[config.mk]
export PLATFORM = sky130hd
export DESIGN_NAME = lcd_window_scheduler
export DESIGN_NICKNAME = d
export VERILOG_FILES = /design/src/rtl/lcd_window_scheduler.sv
export SDC_FILE = /design/constraint.sdc
export NUM_CORES = 1
export LEC_CHECK = 0
export CAP_MARGIN = 20
export CORE_AREA = 5 5 131 133
export DETAILED_ROUTE_END_ITERATION = 12
export DIE_AREA = 0 0 136 138
export PLACE_DENSITY = 0.82
export SETUP_SLACK_MARGIN = 0.5
export SLEW_MARGIN = 30
export SYNTH_ARGS = -nofsm -noshare
export SYNTH_HDL_FRONTEND = slang
export SYNTH_SLANG_ARGS = --single-unit
[constraint.sdc]
create_clock -name clk_spi -period 24.8 [get_ports clk_spi]
set_clock_uncertainty 0.1 [all_clocks]
set_input_delay 4.96 -clock clk_spi [delete_from_list [all_inputs] [get_ports clk_spi]]
set_output_delay 4.96 -clock clk_spi [all_outputs]
set_load 0.005 [all_outputs]
[src/rtl/lcd_window_scheduler.sv]
// ---------------------------------------------------------------------------
// lcd_window_scheduler
//   Shares the ST7789 SPI byte path between two pixel-window requesters.
//   Requesters are granted round-robin. For the winner it emits CASET, RASET
//   and RAMWR with offset-adjusted 16-bit big-endian coordinates. It then
//   streams the window's pixels, one or two bytes each. It sits between the
//   requesters and the byte-level SPI shifter. No grant is made until the
//   init sequencer raises init_done.
//
// Ports
//   clk_spi, reset      clock (posedge), synchronous active-high reset
//   init_done           panel init finished; new grants allowed
//   req[1:0]            level window request per requester
//   win_x0/x1/y0/y1     inclusive window bounds, {req1, req0}
//   pix_data            first-word-fall-through pixel per requester, {req1, req0}
//   gnt[1:0]            one-hot grant, high for the whole transaction
//   pix_rd[1:0]         one-cycle pulse in the cycle pix_data[i] is captured
//   done, err           end-of-transaction pulse; err marks a rejected window
//   byte_valid/dc/data  byte offered to the shifter (dc: 0 command, 1 data)
//   byte_ready          shifter accepts; a transfer is byte_valid & byte_ready
// ---------------------------------------------------------------------------
module lcd_window_scheduler #(
  parameter int         C_X_BITS     = 8,
  parameter int         C_Y_BITS     = 8,
  parameter int         C_COLOR_BITS = 16,
  parameter int         C_X_OFFSET   = 0,
  parameter int         C_Y_OFFSET   = 0,
  parameter logic [7:0] C_CASET      = 8'h2A,
  parameter logic [7:0] C_RASET      = 8'h2B,
  parameter logic [7:0] C_RAMWR      = 8'h2C
) (
  input  logic                        clk_spi,
  input  logic                        reset,
  input  logic                        init_done,
  input  logic [1:0]                  req,
  input  logic [2*C_X_BITS-1:0]       win_x0,
  input  logic [2*C_X_BITS-1:0]       win_x1,
  input  logic [2*C_Y_BITS-1:0]       win_y0,
  input  logic [2*C_Y_BITS-1:0]       win_y1,
  input  logic [2*C_COLOR_BITS-1:0]   pix_data,
  output logic [1:0]                  gnt,
  output logic [1:0]                  pix_rd,
  output logic                        done,
  output logic                        err,
  output logic                        byte_valid,
  output logic                        byte_dc,
  output logic [7:0]                  byte_data,
  input  logic                        byte_ready
);

  localparam int CNT_W    = C_X_BITS + C_Y_BITS + 1;
  localparam bit ONE_BYTE = (C_COLOR_BITS < 12);

  typedef enum logic [3:0] {
    S_IDLE, S_LATCH, S_CA_CMD, S_CA_ARG, S_RA_CMD, S_RA_ARG, S_WR_CMD, S_PIX, S_DONE
  } state_t;

  // Pixel sub-phase: capture a pixel, then send its hi and lo bytes.
  typedef enum logic [1:0] {P_CAP, P_HI, P_LO} phase_t;

  state_t               state_q, state_d;
  phase_t               phase_q, phase_d;
  logic [1:0]           arg_idx_q, arg_idx_d;
  logic [CNT_W-1:0]     cnt_q, cnt_d;
  logic [C_X_BITS-1:0]  x0_q, x0_d, x1_q, x1_d;
  logic [C_Y_BITS-1:0]  y0_q, y0_d, y1_q, y1_d;
  logic                 sel_q, sel_d;
  logic                 rr_last_q, rr_last_d;
  logic [7:0]           lo_q, lo_d;
  logic [1:0]           gnt_q, gnt_d, pix_rd_q, pix_rd_d;
  logic                 done_q, done_d, err_q, err_d;
  logic                 valid_q, valid_d, dc_q, dc_d;
  logic [7:0]           data_q, data_d;

  logic [C_X_BITS-1:0]     sel_x0, sel_x1;
  logic [C_Y_BITS-1:0]     sel_y0, sel_y1;
  logic [C_COLOR_BITS-1:0] sel_pix;
  logic [15:0]             pix16;
  logic [3:0][7:0]         ca_bytes, ra_bytes;
  logic [1:0]              win_oh, nidx;
  logic [CNT_W-1:0]        dx, dy;
  logic                    xfer, pick;

  // Inputs belonging to the currently selected requester.
  assign sel_x0  = sel_q ? win_x0[2*C_X_BITS-1:C_X_BITS] : win_x0[C_X_BITS-1:0];
  assign sel_x1  = sel_q ? win_x1[2*C_X_BITS-1:C_X_BITS] : win_x1[C_X_BITS-1:0];
  assign sel_y0  = sel_q ? win_y0[2*C_Y_BITS-1:C_Y_BITS] : win_y0[C_Y_BITS-1:0];
  assign sel_y1  = sel_q ? win_y1[2*C_Y_BITS-1:C_Y_BITS] : win_y1[C_Y_BITS-1:0];
  assign sel_pix = sel_q ? pix_data[2*C_COLOR_BITS-1:C_COLOR_BITS]
                         : pix_data[C_COLOR_BITS-1:0];
  assign pix16   = 16'(sel_pix);
  assign win_oh  = sel_q ? 2'b10 : 2'b01;

  // Argument bytes in transmit order at index 3..0 (start hi, start lo, end hi, end lo).
  assign ca_bytes = {16'(x0_q) + 16'(C_X_OFFSET), 16'(x1_q) + 16'(C_X_OFFSET)};
  assign ra_bytes = {16'(y0_q) + 16'(C_Y_OFFSET), 16'(y1_q) + 16'(C_Y_OFFSET)};

  assign xfer = valid_q & byte_ready;

  always_comb begin
    state_d   = state_q;
    phase_d   = phase_q;
    arg_idx_d = arg_idx_q;
    cnt_d     = cnt_q;
    x0_d      = x0_q;
    x1_d      = x1_q;
    y0_d      = y0_q;
    y1_d      = y1_q;
    sel_d     = sel_q;
    rr_last_d = rr_last_q;
    lo_d      = lo_q;
    gnt_d     = gnt_q;
    pix_rd_d  = 2'b00;
    done_d    = 1'b0;
    err_d     = 1'b0;
    valid_d   = valid_q;
    dc_d      = dc_q;
    data_d    = data_q;
    pick      = 1'b0;
    nidx      = arg_idx_q + 2'd1;
    dx        = CNT_W'(sel_x1) - CNT_W'(sel_x0) + CNT_W'(1);
    dy        = CNT_W'(sel_y1) - CNT_W'(sel_y0) + CNT_W'(1);

    case (state_q)
      S_IDLE: begin
        if (init_done && (req != 2'b00)) begin
          // With both requesting, the one not served last time wins.
          pick    = (req == 2'b11) ? ~rr_last_q : req[1];
          sel_d   = pick;
          gnt_d   = pick ? 2'b10 : 2'b01;
          state_d = S_LATCH;
        end
      end
      S_LATCH: begin
        x0_d = sel_x0;
        x1_d = sel_x1;
        y0_d = sel_y0;
        y1_d = sel_y1;
        if ((sel_x0 > sel_x1) || (sel_y0 > sel_y1)) begin
          state_d = S_DONE;
          gnt_d   = 2'b00;
          done_d  = 1'b1;
          err_d   = 1'b1;
        end else begin
          cnt_d   = dx * dy;
          state_d = S_CA_CMD;
          valid_d = 1'b1;
          dc_d    = 1'b0;
          data_d  = C_CASET;
        end
      end
      S_CA_CMD: if (xfer) begin
        state_d   = S_CA_ARG;
        arg_idx_d = 2'd0;
        dc_d      = 1'b1;
        data_d    = ca_bytes[3];
      end
      S_CA_ARG: if (xfer) begin
        if (arg_idx_q == 2'd3) begin
          state_d = S_RA_CMD;
          dc_d    = 1'b0;
          data_d  = C_RASET;
        end else begin
          arg_idx_d = nidx;
          data_d    = ca_bytes[~nidx];
        end
      end
      S_RA_CMD: if (xfer) begin
        state_d   = S_RA_ARG;
        arg_idx_d = 2'd0;
        dc_d      = 1'b1;
        data_d    = ra_bytes[3];
      end
      S_RA_ARG: if (xfer) begin
        if (arg_idx_q == 2'd3) begin
          state_d = S_WR_CMD;
          dc_d    = 1'b0;
          data_d  = C_RAMWR;
        end else begin
          arg_idx_d = nidx;
          data_d    = ra_bytes[~nidx];
        end
      end
      S_WR_CMD: if (xfer) begin
        state_d  = S_PIX;
        phase_d  = P_CAP;
        valid_d  = 1'b0;
        pix_rd_d = win_oh;
      end
      S_PIX: begin
        case (phase_q)
          // pix_rd is high this cycle, so the FWFT word is consumed here.
          P_CAP: begin
            valid_d = 1'b1;
            dc_d    = 1'b1;
            lo_d    = pix16[7:0];
            if (ONE_BYTE) begin
              data_d  = pix16[7:0];
              phase_d = P_LO;
            end else begin
              data_d  = pix16[15:8];
              phase_d = P_HI;
            end
          end
          P_HI: if (xfer) begin
            data_d  = lo_q;
            phase_d = P_LO;
          end
          P_LO: if (xfer) begin
            cnt_d   = cnt_q - CNT_W'(1);
            valid_d = 1'b0;
            if (cnt_q == CNT_W'(1)) begin
              state_d = S_DONE;
              gnt_d   = 2'b00;
              done_d  = 1'b1;
            end else begin
              phase_d  = P_CAP;
              pix_rd_d = win_oh;
            end
          end
          default: phase_d = P_CAP;
        endcase
      end
      S_DONE: begin
        rr_last_d = sel_q;
        state_d   = S_IDLE;
      end
      default: state_d = S_IDLE;
    endcase
  end

  always_ff @(posedge clk_spi) begin
    if (reset) begin
      state_q   <= S_IDLE;
      phase_q   <= P_CAP;
      arg_idx_q <= 2'd0;
      cnt_q     <= '0;
      x0_q      <= '0;
      x1_q      <= '0;
      y0_q      <= '0;
      y1_q      <= '0;
      sel_q     <= 1'b0;
      rr_last_q <= 1'b1;
      lo_q      <= 8'h00;
      gnt_q     <= 2'b00;
      pix_rd_q  <= 2'b00;
      done_q    <= 1'b0;
      err_q     <= 1'b0;
      valid_q   <= 1'b0;
      dc_q      <= 1'b1;
      data_q    <= 8'h00;
    end else begin
      state_q   <= state_d;
      phase_q   <= phase_d;
      arg_idx_q <= arg_idx_d;
      cnt_q     <= cnt_d;
      x0_q      <= x0_d;
      x1_q      <= x1_d;
      y0_q      <= y0_d;
      y1_q      <= y1_d;
      sel_q     <= sel_d;
      rr_last_q <= rr_last_d;
      lo_q      <= lo_d;
      gnt_q     <= gnt_d;
      pix_rd_q  <= pix_rd_d;
      done_q    <= done_d;
      err_q     <= err_d;
      valid_q   <= valid_d;
      dc_q      <= dc_d;
      data_q    <= data_d;
    end
  end

  assign gnt        = gnt_q;
  assign pix_rd     = pix_rd_q;
  assign done       = done_q;
  assign err        = err_q;
  assign byte_valid = valid_q;
  assign byte_dc    = dc_q;
  assign byte_data  = data_q;

endmodule
; Word level (Yosys, flattened, before mapping)
; Index checks and enable logic that the tools add are counted.
[word_totals]
romBits = 0
inputBits = 102
ram_bits = 0
reg_bits = 83
latch_bits = 0
output_inout_bits = 16
word_cells = 166
memories = 0
[op_classes]
order_cmp = 3
n_eq_ne = 36
mux = 73
n_bitwise = 4
n_div = 0
n_mul = 1
reduce_logical = 25
shifts = 0
n_addsub = 6
[op_table]
columns = cell, n
row1 = $mux W8, 13
row2 = $mux W17, 3
row3 = $mux W4, 12
row4 = $pmux W8 S5, 1
row5 = $mux W2, 17
row6 = $pmux W17 S2, 1
row7 = $bmux W8 S2, 2
row8 = $pmux W4 S8, 1
row9 = $ne A2 B2 Y1 const B, 14
row10 = $add A9 B2 Y10 const B, 2
row11 = $sub A8 B8 Y9, 2
row12 = $eq A17 B1 Y1 const B, 1
row13 = $mul A10 B10 Y17, 1
row14 = $sub A17 B1 Y17 const B, 1
row15 = $eq A4 B3 Y1 const B, 4
row16 = $gt A8 B8 Y1, 2
row17 = $mux W16, 1
row18 = $pmux W8 S2, 1
row19 = $mux W1, 12
row20 = $pmux W2 S2, 3
row21 = $pmux W2 S3, 2
row22 = $reduce_and A6 Y1, 2
row23 = $reduce_and A11 Y1, 1
row24 = $ne A3 B3 Y1 const B, 3
row25 = 30 further kinds, 46

; Logic depth before layout (Yosys ltp)
; Gate-level depths: netlist of run 1.
[depth]
ltp_word = 7
ltp_mapped = 34

; Least setup slack after synthesis of run 1
; OpenSTA, ideal clock, no wires.
[synth_timing]
kind = input to register
from = in win_y1[8]
to = reg cnt_q[16]
n_path_buf = 0
t_required_ps = 24626
arrival_ps = 12023
setup_ps = 74
path_slack_ps = 12603
path_stages = 26
cell_sequence = mux2i_1 -> ha_1 -> inv_1 -> fa_1 -> a211o_1 -> a31o_1 -> a21o_1 -> o41a_1 -> a211oi_2 -> xor2_2 -> nand2b_1 -> fa_1 -> fa_1 -> inv_1 -> fa_1 -> fa_1 -> inv_1 -> fa_1 -> inv_1 -> ha_1 -> a2111oi_1 -> o31ai_1 -> o41ai_1 -> xnor3_1 -> xor2_1 -> a31oi_1
[synth_between]
elab_chain_cells = 6
[synth_rtl]
columns = element, line_no
row1 = from (decl), 39  ; input logic [2*C_Y_BITS-1:0] win_y1,
row2 = $mux W8 *, 88  ; assign sel_y1 = sel_q ? win_y1[2*C_Y_BITS-1:C_Y_BITS] : win_y1[C_Y_BITS-1:0];
row3 = $sub A8 B8 Y9, 122  ; dy = CNT_W'(sel_y1) - CNT_W'(sel_y0) + CNT_W'(1);
row4 = $add A9 B2 Y10, 122
row5 = $mul A10 B10 Y17, 145  ; cnt_d = dx * dy;
row6 = $mux W17, 139  ; if ((sel_x0 > sel_x1) || (sel_y0 > sel_y1)) begin
row7 = $pmux W17 S2, 124  ; case (state_q)
row8 = to (signal assigned), 256  ; cnt_q <= cnt_d;
row9 = to (decl), 64  ; logic [CNT_W-1:0] cnt_q, cnt_d;
; Mark *: on every way between the ends. The rest lies on a longest branch, timed or not. The select of a mux whose other input is x is not followed.
; A chain may end at the register's enable or synchronous reset.

; Worst setup path in the final report of run 1
[layout_timing]
from = in win_x1[8]
to = reg cnt_q[16]
[layout_between]
elab_chain_cells = 6
[layout_rtl]
columns = element, line_no
row1 = from (decl), 37  ; input logic [2*C_X_BITS-1:0] win_x1,
row2 = $mux W8 *, 86  ; assign sel_x1 = sel_q ? win_x1[2*C_X_BITS-1:C_X_BITS] : win_x1[C_X_BITS-1:0];
row3 = $sub A8 B8 Y9, 121  ; dx = CNT_W'(sel_x1) - CNT_W'(sel_x0) + CNT_W'(1);
row4 = $add A9 B2 Y10, 121
row5 = $mul A10 B10 Y17, 145
row6 = $mux W17, 139
row7 = $pmux W17 S2, 124
; Marked as above.

==> flow_summary.toml, run 1 <==
[critical_path]
cp_slowest_cell = "xor2_1"
required_ns = 24.98
endpoint_kind = "flop"
ff2ff_setup_slack_ns = 15.79
crit_path_start_kind = "input pin"
reg2reg_to = "cnt_q[16]"
cp_max_fo = 9
critical_path_class = "input pin to flop"
r2r_start = "sel_q"
crit_arrival_ns = 13.14
slowest_delay_ns = 0.62
crit_top_cell = "fa_1"
r2r_cells = 28

[sta]
tns_ns = 0
slew_viol_final = 0
tightestPinTransition_ns = 0.953
setup_viol = 0
finalHoldViolCount = 0
slew_headroom = 0.360
post-route-period-util = 0.523
timing.fmax_ghz = 0.0772
rsz0062_at_grt = "false"
fin_crit_ns = 12.96

[floorplan]
num_rows = 46
die_w_um = 136
start_util = 0.575
pin_count = 118
chipHeight_um = 138
dieArea_sq_um = 18800
core_area_sq_um = 15700

[yosys]
synth_edf_count = 0
synth.most_common_cell = "inv_1"
synth_top_cell_area_share = 0.184
yosysSeqAreaShare = 0.184
synth_warnings = 0
synth-seq-cells = 83
post_synth.cell_area_avg_sq_um = 8.20
synth.area.top_cells = "dfxtp_1 18%, fa_1 17%, ha_1 8.9%"
async_flop_share = 0
synth_cells = 1101
synth_top_area_cell = "dfxtp_1"
synth.net_count = 1345
synth_cell_type_count = 73
synth_common_cells = "121 x inv_1, 116 x nor2_1, 113 x nand2_1"
netlist_area_sq_um = 9030
ys.flop_type = "dfxtp_1"

[place]
place_congestion = 0.914
place_hpwl_mm = 18.3
portBuffers = 117

[global_routing]
grt-busiest-layer = "met2"
gr-usage-all-layers = 0.242
grt_max_degree = 83
grt_use_met1 = 0.311
use_met3 = 0.0377
grt_overflow = 0
antenna_found_initial = 0
met2_usage = 0.413
grt_first_pass_wirelength_mm = 37.4
grt_pass1_vias = 7824

[worst_hold_path]
hold_path_class = "flop to flop"
hold_end = "x1_q[2]"
hp-start = "x1_q[2]"
worstHoldPathCells = 2

[routing]
vias = 8066
drt-total-wl_mm = 23.1
drt_first_pass_iters = 5
ant_nets = 0
routedWlPerCell_um = 16.4
drc = 0
drt_iter0_drc = 596
viasPerCell = 5.74

[final_layout]
synthToLayoutAreaGrowth_pct = 18.3
fill_cells = 1281
antennaDiodeCount = 0
nets = 1428
drive_above_1_share = 0.0496

[clock_network]
ctsHoldBuffers = 0
post-cts-setup-buffers = 0
clock_path_buffers = 2
cts.clk_slew.worst_paths_ns = 0.06
cts_tree = "yes"
clock_sinks = 83
clkLatencyLatePin_ns = 0.35
cts_max_level = 3
cts-resized-gates = 0
cts_buffers = 9
clockRootBuffer = "clkbuf_16"

[run]
drv_cap = 0

[run_status]
status = "completed"
-- layer usage --
layer	vias up	routed length (um)
met5	-	0
met4	0	548
met3	49	1400
met2	297	11500
met1	3803	9620
li1	3917	-
-- registers in the layout, summed over array words and instances, names as in the netlist --
signal      count
x0_q            8
byte_dc         1
err             1
cnt_q          17
y0_q            8
done            1
y1_q            8
byte_data       8
byte_valid      1
state_q         4
pix_rd          2
rr_last_q       1
gnt             2
sel_q           1
x1_q            8
arg_idx_q       2
phase_q         2
lo_q            8
-- through the flow --
step,worst slack (ns),instance area (sq um),utilization,cells,hold WS (ns)
after detailed placement,11.50,10300,0.657,1389,0.346
after floorplan,12.60,9030,-,1101,0.336
after global placement,11.77,10300,0.657,1389,0.343
after global routing,11.35,10700,0.680,1405,0.374
final,11.84,10700,0.680,1405,0.356
after CTS,11.88,10700,0.679,1405,0.354
-- placed cells by master (no fill, tap or decap), types with 4 or more instances in the layout --
cell type | synthesis | layout
inv_1 | 121 | 121
nor2_1 | 116 | 116
clkdlybuf4s50_1 | 0 | 116
nand2_1 | 113 | 113
dfxtp_1 | 83 | 82
fa_1 | 78 | 78
ha_1 | 64 | 64
a21oi_1 | 63 | 63
mux2i_1 | 53 | 53
o21ai_0 | 40 | 39
a211oi_1 | 36 | 36
xnor2_1 | 30 | 30
and2_1 | 18 | 18
mux2_2 | 16 | 16
xor2_1 | 15 | 15
nor3_1 | 16 | 15
nor2b_1 | 14 | 13
a21o_1 | 13 | 13
nand2b_1 | 13 | 13
a22oi_1 | 12 | 12
o22ai_1 | 11 | 11
clkbuf_16 | 0 | 9
o21a_1 | 8 | 8
nand3_1 | 8 | 8
buf_4 | 1 | 8
o211ai_1 | 7 | 7
and3_1 | 7 | 7
or2_2 | 7 | 7
nand4_1 | 6 | 6
o31ai_1 | 5 | 5
o21bai_1 | 5 | 5
a31oi_1 | 5 | 5
nor3b_1 | 4 | 4
or3_1 | 4 | 4
nor4_1 | 4 | 4
a311oi_1 | 4 | 4
-- kinds of logic after synthesis --
kind of cell | Yosys count | synth area share
and+or+nand+nor | 344 | 0.175
xor gates and xnor gates | 49 | 0.0522
buffers and inverters | 176 | 0.0740
muxes | 69 | 0.0787
AOI/OAI and AO/OA | 238 | 0.174
adders and majority gates | 142 | 0.262
DFF | 83 | 0.184
-- cell type report --
| cell class | instances | area (sq um) | share of cell area |
|---|---|---|---|
| inverter | 123 | 462 | 0.0432 |
| clock buffer | 10 | 239 | 0.0224 |
| multi-input combinational | 842 | 6710 | 0.628 |
| sequential | 83 | 1660 | 0.156 |
| timing repair buffer | 125 | 1230 | 0.115 |
| clock inverter | 6 | 111 | 0.0104 |
| tap | 216 | 270 | 0.0253 |
-- worst max-delay path by stage --
stage	cells past startpoint	end	slack, ns	startpoint
5_1_grt	28	cnt_q[16]	11.35	win_y0[8]
6_report	28	cnt_q[16]	11.84	win_x1[8]
2_1_floorplan	26	cnt_q[16]	12.60	win_y1[8]
3_3_place_gp	28	cnt_q[16]	11.77	win_y1[8]
4_1_cts	28	cnt_q[16]	11.88	win_x1[8]
3_5_place_dp	28	cnt_q[16]	11.50	win_x1[8]
-- critical path: cells and delay by family --
| family | cells | cell delay, ns |
|---|---|---|
| AND/OR/NAND/NOR | 5 | 1.11 |
| buffers and inverters | 4 | 0.56 |
| multiplexers | 1 | 0.26 |
| XOR/XNOR | 4 | 1.52 |
| AO/OA/AOI/OAI | 6 | 1.24 |
| adder cells (fa/ha/maj) | 8 | 3.49 |
Power of run 1 is left out: the tool's default activity adds up to more than one toggle a clock period on the data nets, which glitch-free logic cannot reach.
==> inputs of run 2 (changes only) <==
- CORE_AREA: 5 5 131 133 -> 5 5 132 134
- DIE_AREA: 0 0 136 138 -> 0 0 137 139
- PLACE_DENSITY: 0.82 -> 0.81
- clock period: 24.8 -> 12.34 ns (I/O delays scaled with it)
==> flow_summary.toml, run 2 (same netlist as run 1, synthesis figures left out) <==
[run_status]
status = "completed"

[sta]
slew_viol_final = 0
finalHoldViolCount = 0
rsz0062_at_grt = "false"
tns_ns = 0
holdWs_ns = 0.353
post-route-period-util = 0.854
fin_ws_ns = 1.81
setup_viol = 0
tightestPinTransition_ns = 1.02
fin_crit_ns = 10.53
timing.fmax_ghz = 0.0949
slew_headroom = 0.314

[critical_path]
cp_max_fo = 9
critical_path_class = "input pin to flop"
crit_path_start_kind = "input pin"
crit_arrival_ns = 10.71
endpoint_kind = "flop"
required_ns = 12.51

[final_layout]
layout_common_cells = "121 x inv_1, 116 x nor2_1, 116 x clkdlybuf4s50_1"
largest_reg_flops = 17
drive_above_1_share = 0.0496
fill_cells = 1355
synthToLayoutAreaGrowth_pct = 17.8
antennaDiodeCount = 0
fin_util = 0.657
final_common_cell = "inv_1"
nets = 1428
top_register = "cnt_q"

[routing]
drt_iter0_drc = 602
viasPerCell = 5.69
ant_nets = 0
drt_first_pass_iters = 5
wl_met1_mm = 9.79
routed-wl-met2_mm = 11.3
drt-total-wl_mm = 22.9
dr.max_layer_used = "met4"
routedWlPerCell_um = 16.3
drc = 0
vias = 8015
wl_met3_mm = 1.35

[floorplan]
num_rows = 47
chipHeight_um = 139
core_area_sq_um = 16200
start_util = 0.558
die_w_um = 137
dieArea_sq_um = 19000
pin_count = 118

[clock_network]
cts_max_level = 3
clock_sinks = 83
cts-resized-gates = 0
clockRootBuffer = "clkbuf_16"
cts_buffers = 9
clock_path_buffers = 2
cts_tree = "yes"
ctsHoldBuffers = 0
clkLatencyLatePin_ns = 0.35
post-cts-setup-buffers = 0
cts.clk_slew.worst_paths_ns = 0.06

[global_routing]
antenna_found_initial = 0
grt_max_degree = 83
gr-usage-all-layers = 0.242
grt_overflow = 0
grt_first_pass_wirelength_mm = 37.3
grt_pass1_vias = 7750

[run]
drv_cap = 0

[place]
post-place-ws_ns = 1.50
place_hpwl_mm = 18.1
place_congestion = 0.897
portBuffers = 117

[worst_hold_path]
hold_path_class = "flop to flop"
-- run 2: path summary, 6_finish.rpt --
path / start / to / slack (ns) / depth (start not counted)
worst max-delay path: win_x1[8] / cnt_q[16] / 1.81 / 28
worst min-delay path: y0_q[0] / y0_q[0] / 0.35 / 2
worst min register to register: y0_q[0] / y0_q[0] / 0.35 / 2
worst max register to register: sel_q / cnt_q[16] / 3.05 / 28
-- run 2: layout make-up --
type	instances	area (sq um)	share of cell area
tap	220	275	0.0259
sequential	83	1660	0.156
clock inverter	7	73.8	0.00694
multi-input combinational	842	6710	0.631
clock buffer	9	225	0.0212
inverter	123	462	0.0434
timing repair buffer	125	1230	0.115
-- run 2: worst max-delay path: stages --
cell	delay, ns
clkdlybuf4s50_1	0.40
mux2i_1	0.26
ha_1	0.24
inv_1	0.06
fa_1	0.41
xor2_1	0.27
nand2_1	0.09
a211oi_1	0.34
nand4_1	0.27
nor4b_1	0.44
xor2_1	0.60
and2b_1	0.27
fa_1	0.46
fa_1	0.53
fa_1	0.44
fa_1	0.54
inv_1	0.05
fa_1	0.54
inv_1	0.04
ha_1	0.36
a21oi_1	0.17
nor2b_1	0.06
o21ai_0	0.16
o31ai_1	0.12
o41ai_1	0.33
xnor3_1	0.47
xor2_1	0.17
a31oi_1	0.16
-- run 2: routing by layer --
metal / GRT usage / up-vias
li1: - / 3910
met1: 0.328 / 3816
met2: 0.400 / 250
met3: 0.0370 / 39
met4: 0.0672 / 0
met5: 0 / -
-- run 2: through the flow --
stage	instance area (sq um)	cells
2_1_floorplan	9030	1101
3_3_place_gp	10300	1393
3_5_place_dp	10300	1393
4_1_cts	10600	1409
5_1_grt	10600	1409
6_report	10600	1409
Power of run 2 is left out for the same reason.
==> inputs of run 3 (changes only) <==
- CELL_PAD_IN_SITES_DETAIL_PLACEMENT: default -> 1
- CELL_PAD_IN_SITES_GLOBAL_PLACEMENT: default -> 1
- CORE_AREA: 5 5 132 134 -> 5 5 151 153
- DIE_AREA: 0 0 137 139 -> 0 0 156 158
- PLACE_DENSITY: 0.81 -> default
- PLACE_DENSITY_LB_ADDON: default -> 0.1
- TNS_END_PERCENT: default -> 10
==> flow_summary.toml, run 3 (same netlist as run 1, synthesis figures left out) <==
[global_routing]
gr-usage-all-layers = 0.213
grt_overflow = 0
antenna_found_initial = 0
grt_max_degree = 83
grt_first_pass_wirelength_mm = 42.5
grt_pass1_vias = 8179

[final_layout]
largest_reg_flops = 17
drive_above_1_share = 0.0505
fin_cells = 1467
top_register = "cnt_q"
final_common_cell = "inv_1"
synthToLayoutAreaGrowth_pct = 18.5
antennaDiodeCount = 0
nets = 1426
layout_common_cells = "121 x inv_1, 116 x nor2_1, 116 x clkdlybuf4s50_1"

[clock_network]
clockRootBuffer = "clkbuf_16"
clkLatencyLatePin_ns = 0.35
cts_tree = "yes"
clock_sinks = 83
ctsHoldBuffers = 0
cts-resized-gates = 0
cts_max_level = 3
cts_buffers = 9
post-cts-setup-buffers = 0
clock_path_buffers = 2
cts.clk_slew.worst_paths_ns = 0.07

[critical_path]
crit_start = "win_y1[8]"
critical_path_class = "input pin to flop"
endpoint_kind = "flop"
r2r_start = "sel_q"
crit_path_start_kind = "input pin"
critical-path-top-delay-family = "adder cells"
required_ns = 12.52
cp_slowest_cell = "xor2_1"
slowest_delay_ns = 0.56
cp_max_fo = 9
critical_path_buf_inv_count = 5
crit_top_cell = "fa_1"
crit_arrival_ns = 10.89

[place]
place_hpwl_mm = 21.1
placedCellCount = 1451
portBuffers = 117
place_congestion = 0.793

[sta]
rsz0062_at_grt = "false"
slew_headroom = 0.352
tightestPinTransition_ns = 0.971
tns_ns = 0
finalHoldViolCount = 0
post-route-period-util = 0.868
slew_viol_final = 0
holdWs_ns = 0.358
fin_crit_ns = 10.71
timing.fmax_ghz = 0.0934
setup_viol = 0

[floorplan]
die_w_um = 156
num_rows = 54
core_area_sq_um = 21400
dieArea_sq_um = 24600
pin_count = 118
chipHeight_um = 158
start_util = 0.422

[run_status]
status = "completed"

[routing]
routedWlPerCell_um = 17.9
drt_first_pass_iters = 4
viasPerCell = 5.39
drt-total-wl_mm = 26.2
vias = 7913
ant_nets = 0
drt_iter0_drc = 288
drc = 0

[run]
drv_cap = 0

[worst_hold_path]
hold_path_class = "flop to flop"
hp-start = "x1_q[6]"
==> run 3: changes by cell type in the layout (fill, tap and decap cells not counted), sizes merged <==
cell    before  now
buf          9    7
bufinv       1    0
inv        124  125
==> run 3: worst paths after layout <==
path                                   to  slack (ns)  depth (start not counted)
worst min register to register    x1_q[6]        0.36                          2
worst min-delay path              x1_q[6]        0.36                          2
worst max register to register  cnt_q[16]        2.72                         28
worst max-delay path            cnt_q[16]        1.63                         28
==> run 3: stage by stage <==
| stage | cell area [sq um] | worst slack (ns) | utilization |
|---|---|---|---|
| 6_report | 10700 | 1.63 | 0.500 |
| 5_1_grt | 10700 | 0.997 | 0.500 |
| 4_1_cts | 10700 | 1.54 | 0.499 |
| 3_5_place_dp | 10400 | 1.20 | 0.486 |
| 3_3_place_gp | 10400 | 1.53 | 0.486 |
| 2_1_floorplan | 9030 | 2.64 | - |
==> run 3: layout make-up <==
| class | instances | area (sq um) |
|---|---|---|
| Fill cell | 2550 | 10700 |
| Multi-Input combinational cell | 842 | 6730 |
| Sequential cell | 83 | 1660 |
| Timing Repair Buffer | 123 | 1210 |
| Inverter | 123 | 462 |
| Tap cell | 280 | 350 |
| Clock buffer | 9 | 225 |
| Clock inverter | 7 | 58.8 |
==> run 3: worst reg2reg max path, delay by kind of cell (launching register included) <==
family	cells	cell delay [ns]
DFF	1	0.79
AOI/OAI and AO/OA	7	2.10
and+or+nand+nor	3	0.57
buffers and inverters	5	0.75
muxes	1	0.41
adders and majority gates	8	3.44
xor gates and xnor gates	4	1.44
==> run 3: per-layer routing <==
| metal | global-route usage | up-vias | share of wire |
|---|---|---|---|
| li1 | - | 3902 | - |
| met1 | 0.287 | 3871 | 0.46 |
| met2 | 0.371 | 118 | 0.50 |
| met3 | 0.0254 | 22 | 0.025 |
| met4 | 0.0425 | 0 | 0.012 |
| met5 | 0 | - | 0 |
Power of run 3 is left out for the same reason.
